File: config.mk
export PLATFORM = sky130hd
export DESIGN_NAME = serial_rx_ctrl
export DESIGN_NICKNAME = d
export VERILOG_FILES = /design/src/rtl/serial_rx_ctrl.sv
export SDC_FILE = /design/constraint.sdc
export NUM_CORES = 1
export LEC_CHECK = 0
export ABC_AREA = 1
export CORE_MARGIN = 1.5
export CORE_UTILIZATION = 31
export DETAILED_ROUTE_END_ITERATION = 8
export PLACE_DENSITY = 0.5
export SLEW_MARGIN = 0
export SYNTH_ARGS = -nofsm -noshare
export SYNTH_HDL_FRONTEND = slang
export SYNTH_SLANG_ARGS = --single-unit
File: constraint.sdc
create_clock -name i_clk -period 1.2 [get_ports i_clk]
set_input_delay 0.12 -clock i_clk [delete_from_list [all_inputs] [get_ports i_clk]]
set_output_delay 0.12 -clock i_clk [all_outputs]
set_load 0.02 [all_outputs]
File: src/rtl/serial_rx_ctrl.sv
// serial_rx_ctrl: oversampled serial receiver, MSB first on the line,
// with a one-word holding register and framing/overrun pulses.
module serial_rx_ctrl #(
    parameter int p_width = 8,
    parameter int p_div   = 16
) (
    input  logic               i_clk,
    input  logic               i_rst,
    input  logic               i_rx,
    input  logic               i_rdy,
    output logic [p_width-1:0] o_val,
    output logic               o_vld,
    output logic               o_err,
    output logic               o_ovf,
    output logic               o_bsy
);

    localparam int cw = $clog2(p_div);
    localparam int bw = (p_width > 1) ? $clog2(p_width) : 1;

    localparam logic [cw-1:0] half_end = cw'(p_div / 2 - 1);
    localparam logic [cw-1:0] full_end = cw'(p_div - 1);
    localparam logic [bw-1:0] last_bit = bw'(p_width - 1);

    typedef enum logic [1:0] {
        IDLE,
        START,
        DATA,
        STOP
    } state_t;

    state_t             state;
    state_t             state_n;
    logic [cw-1:0]      cnt;
    logic [cw-1:0]      cnt_n;
    logic [bw-1:0]      bit_cnt;
    logic [bw-1:0]      bit_n;
    logic [p_width-1:0] sr;
    logic [p_width-1:0] sr_n;
    logic               rx_m;
    logic               rx_s;
    logic               stop_ok;
    logic               stop_bad;
    logic               free;

    // Synchronizer idles high so reset never looks like a start bit.
    always_ff @(posedge i_clk or posedge i_rst) begin
        if (i_rst) begin
            rx_m <= 1'b1;
            rx_s <= 1'b1;
        end else begin
            rx_m <= i_rx;
            rx_s <= rx_m;
        end
    end

    always_ff @(posedge i_clk or posedge i_rst) begin
        if (i_rst) begin
            state   <= IDLE;
            cnt     <= '0;
            bit_cnt <= '0;
            sr      <= '0;
        end else begin
            state   <= state_n;
            cnt     <= cnt_n;
            bit_cnt <= bit_n;
            sr      <= sr_n;
        end
    end

    always_comb begin
        state_n  = state;
        cnt_n    = cnt;
        bit_n    = bit_cnt;
        sr_n     = sr;
        stop_ok  = 1'b0;
        stop_bad = 1'b0;
        unique case (state)
            IDLE: begin
                if (!rx_s) begin
                    state_n = START;
                    cnt_n   = '0;
                end
            end
            START: begin
                if (cnt == half_end) begin
                    cnt_n   = '0;
                    bit_n   = '0;
                    state_n = rx_s ? IDLE : DATA;
                end else begin
                    cnt_n = cnt + 1'b1;
                end
            end
            DATA: begin
                if (cnt == full_end) begin
                    cnt_n = '0;
                    sr_n  = {sr[p_width-2:0], rx_s};
                    if (bit_cnt == last_bit) begin
                        state_n = STOP;
                    end else begin
                        bit_n = bit_cnt + 1'b1;
                    end
                end else begin
                    cnt_n = cnt + 1'b1;
                end
            end
            STOP: begin
                if (cnt == full_end) begin
                    cnt_n    = '0;
                    state_n  = IDLE;
                    stop_ok  = rx_s;
                    stop_bad = !rx_s;
                end else begin
                    cnt_n = cnt + 1'b1;
                end
            end
            default: state_n = IDLE;
        endcase
    end

    // The holding register frees up in the same cycle it is accepted.
    assign free = !o_vld || i_rdy;

    always_ff @(posedge i_clk or posedge i_rst) begin
        if (i_rst) begin
            o_val <= '0;
            o_vld <= 1'b0;
            o_err <= 1'b0;
            o_ovf <= 1'b0;
        end else begin
            o_err <= stop_bad;
            o_ovf <= stop_ok && !free;
            if (stop_ok && free) begin
                o_val <= sr;
                o_vld <= 1'b1;
            end else if (o_vld && i_rdy) begin
                o_vld <= 1'b0;
            end
        end
    end

    assign o_bsy = (state != IDLE);

endmodule

Word level (Yosys, flattened, before mapping). Cells that the tools add are included.

Output and inout bits: 12. Word-level logic and storage cells: 60. Bits in registers: 30. Input port bits: 4.

Equal/unequal tests: 12. Add/subtract/negate cells: 2. Multiplexer cells: 21. Reductions and logical operators: 15.

Operators by type and width (number): 2-bit 2-to-1 mux (6); 4-bit 2-to-1 mux (3); 2-bit != test (second input constant) (6); 4-bit case mux with 3 select lines (1); 3-bit 2-to-1 mux (3); 2-bit case mux with 4 select lines (1); 1-bit 2-to-1 mux (6); 3-bit case mux with 2 select lines (1); 2-bit nonzero test (3); 5-bit AND reduction (1); 4-bit by 1-bit adder with 4-bit output (second input constant) (1); 2-bit == test (second input constant) (2); 4-bit by 3-bit == test with 1-bit output (second input constant) (1); 4-bit == test (second input constant) (1); 4-bit AND reduction (1); 3-bit by 1-bit adder with 3-bit output (second input constant) (1); 3-bit == test (second input constant) (1); 1-bit logical AND (3); 1-bit logical NOT (3); 2-bit by 1-bit == test with 1-bit output (second input constant) (1); 2-bit logical NOT (1); 2-bit AND reduction (1); 2-bit OR reduction (1); 1-bit logical OR (1).

Logic depth before layout (Yosys ltp).
Word-level depth: 5. Depth in mapped cells: 9.

Least setup slack after synthesis. Ideal clock, no wire load.

Path kind: reg-to-reg. From: reg cnt[0]. To: reg o_val[5]. Required time: 1.083 ns. Stages on the path, launching flop included: 8. Setup time: 0.117 ns. Slack: -0.115 ns. Arrival time: 1.198 ns. Cell sequence: dfrtp_1 -> ha_1 -> nand3_4 -> inv_2 -> nand4_4 -> buf_6 -> nand2_2 -> o21ai_2.

Longest elaborated chain between the ends: 4.

Ends and longest elaborated chain: from (decl) (RTL line 34) `logic [cw-1:0] cnt;`; from (signal assigned) (RTL line 65) `cnt <= cnt_n;`; 4-bit == test (RTL line 108) `if (cnt == full_end) begin`; 1-bit 2-to-1 mux (RTL line 108); 1-bit 2-to-1 mux (RTL line 78) `unique case (state)`; 1-bit logical AND (RTL line 133) `if (stop_ok && free) begin`; to (signal assigned) (RTL line 134) `o_val <= sr;`; to (decl) (RTL line 11) `output logic [p_width-1:0] o_val,`.

Every way passes these cells. A chain may end at the register's enable or synchronous reset.

==> reports/qor.yml <==
run_status: "finished, violations left"
violations: "setup timing"
hpwl_microns: 1890
root_buffer: "clkbuf_8"
muxShareOfSynthArea: 0
ant_nets: 0
grt_max_degree: 31
dieArea_sq_mm: 0.00481
syn_to_final_growth_pct: 58.1
crit_chain: "ha_4, nand3_4, buf_6, nand2_2, inv_2, nor2_4, nand3_2, nand2_1, nand2_1"
ctsHoldBuffers: 0
grt_first_pass_wirelength_microns: 5240
coreArea_sq_mm: 0.00412
cts_buffer_depth: 2
fmax_mhz: 744
synth_xor_area_frac: 0.0128
max_stage_delay_ns: 0.39
final_area_sq_mm: 0.00216
finalHoldViolations: 0
timing.final.ws_setup_ns: -0.144
crit_arrival_ns: 1.52
synth.largest_area_cell: "dfrtp_1"
cts_buffers: 5
cp.required_ns: 1.38
avgSynthCellArea_sq_um: 9.75
pin_count: 16
cts_sinks: 30
drc: 0
antenna_found_initial: 0
h-tree-depth: 2
ys_seq_area_frac: 0.552
period_needed_ns: 1.34
crit_path_end_kind: "register"
grt_pass1_vias: 1174
syn_area_sq_mm: 0.00137
clkTransAtPathRegs_ns: 0.06
synth_top_area_frac: 0.513
rows: 23
critPathMaxFanout: 4
start_util: 0.332
cap_violations: 0
finalSetupViolations: 24
yosysWarnings: 0
dpl-instance-area_sq_mm: 0.00176
grtUsageTotal: 0.142
synth_nets: 147
grt_overflow: 0
synth_compound_area_frac: 0.111
dr.first_iter.drc_count: 32
gp_congestion: 0.804
synth_area_leaders: "dfrtp_1 51%, nand2_1 9.6%, o21ai_2 6.4%, inv_1 4.7%, dfstp_2 3.8%"
setup_tns_ns: -2.69
vdd_drop_max_mv: 0.753
ys_ff_latch: 30
critPathSlowestCell: "dfrtp_1"
syn-instance-count: 140
startpoint_type: "register"
yosys.area_share.simple: 0.220
worst_slew_pin_slew_ns: 0.212
slew_headroom: 0.859
die_w_microns: 69.4
layout.nets: 197
hold_slack_ns: 0.160
numPortBuffers: 15
firstDrtPassIters: 4
wl_per_cell_microns: 13.0
num-fill-cells: 372
dp_cells: 222
clk_latency_ns: 0.29
synth_top_family_by_area: "simple AND/OR/NAND/NOR gates"
hold_path.class: "in2async"
viasPerCell: 4.48
vias: 1080
leakagePower_nw: 1.02
drv_slew: 0
pre_cts_ws_ns: -0.148
crit_type: "reg2reg"
rsz0062_at_grt: "true"
crit_top_cell: "nand2_1"
num_antenna_cells: 0
tritoncts: "built"
finalWirelength_microns: 3130
p_per_area_mw_per_mm2: 1850
drive_above_1_share: 0.539
final_cells: 241
fp.dieH_microns: 69.4
fin_worst_skew_ns: 0.00247
ys_types: 23
crit_family: "simple AND/OR/NAND/NOR gates"
worst-path-buf-inv: 2
fin_crit_sh: 1.12
synthAdderAreaFrac: 0.0275
==> per-stage QoR <==
stage / util / total power [mW]
global route: 0.524 / 4.21
floorplan: - / 1.99
CTS: 0.503 / 3.72
global placement: 0.427 / 2.49
detailed placement: 0.427 / 2.54
finish: 0.524 / 3.98
==> state kept, by name, indices dropped and copies added (netlist names), named ones only <==
register,count
bit_cnt,3
cnt,4
o_err,1
o_ovf,1
o_val,8
o_vld,1
rx_m,1
rx_s,1
sr,8
state,1
==> Yosys cell counts <==
cell,number
a21oi_1,1
buf_4,1
buf_6,2
dfrtp_1,28
dfstp_2,2
ha_1,3
inv_1,17
inv_2,3
nand2_1,35
nand2_2,3
nand2_4,1
nand3_1,9
nand3_4,1
nand4_4,1
nor2_1,6
nor2_2,1
nor3_1,2
nor3_4,1
o21ai_0,10
o21ai_2,10
o2bb2ai_1,1
xnor2_1,1
xor2_1,1
==> cell families after synthesis <==
logic type | after synthesis
AO/OA/AOI/OAI | 22
flip-flops | 30
buffers and inverters | 23
adder cells (fa/ha/maj) | 3
XOR/XNOR | 2
AND/OR/NAND/NOR | 60
==> worst paths after layout <==
path	start	endpoint	slack, ns	cells after the start
hold / removal	i_rst	bit_cnt[2]$_DFFE_PP0P_	0.16	3
min in group i_clk	i_rx	rx_m$_DFF_PP1_	0.24	1
setup / recovery	cnt[0]$_DFFE_PP0P_	register	-0.14	9
setup reg to reg	cnt[0]$_DFFE_PP0P_	register	-0.14	9
hold reg to reg	rx_m$_DFF_PP1_	rx_s$_DFF_PP1_	0.36	0
max in group asynchronous	i_rst	rx_m$_DFF_PP1_	0.80	3
==> worst register-to-register path, cell delays in order, from the launching register on <==
cell     delay, ns
dfrtp_1       0.39
ha_4          0.18
nand3_4       0.10
buf_6         0.15
nand2_2       0.07
inv_2         0.04
nor2_4        0.11
nand3_2       0.08
nand2_1       0.06
nand2_1       0.05
==> final cells by class <==
type | instances | area, sq um | share of cell area
Sequential cell | 30 | 753 | 0.349
Multi-Input combinational cell | 87 | 711 | 0.329
Timing Repair Buffer | 46 | 454 | 0.210
Clock buffer | 6 | 82.6 | 0.0383
Inverter | 20 | 82.6 | 0.0383
Tap cell | 50 | 62.6 | 0.0290
Clock inverter | 2 | 12.5 | 0.00580
==> where the power goes <==
part	internal, mW	leakage, nW	switching, mW	total [mW]
sequential	1.14	0.402	0.128	1.27
combinational	0.888	0.571	0.969	1.86
clock	0.460	0.0472	0.396	0.856
==> per-layer routing <==
| layer | wire [microns] | track usage |
|---|---|---|
| met1 | 1330 | 0.155 |
| met4 | 93 | 0.0850 |
| met3 | 99 | 0.0363 |
| met5 | 0 | 0 |
| met2 | 1610 | 0.246 |
==> timing repair <==
action | in CTS | in global routing
resized for setup | 58 | 23
gates cloned | 2 | 0
setup endpoints to repair | 36 | 28
pin swaps | 14 | 11
buffers inserted | 8 | 1
==> cells in the final DEF, fill, tap and decap left out, drive strengths merged <==
master / count
nand2: 39
buf: 30
dfrtp: 28
inv: 20
o21ai: 20
dlygate4sd2: 11
nand3: 10
clkbuf: 8
nor2: 7
clkdlybuf4s50: 3
nor3: 3
ha: 3
dfstp: 2
xor2: 1
o2bb2ai: 1
nand4: 1
a21oi: 1
xnor2: 1
clkinvlp: 1
clkinv: 1
Power figures use the tool's default switching activity.
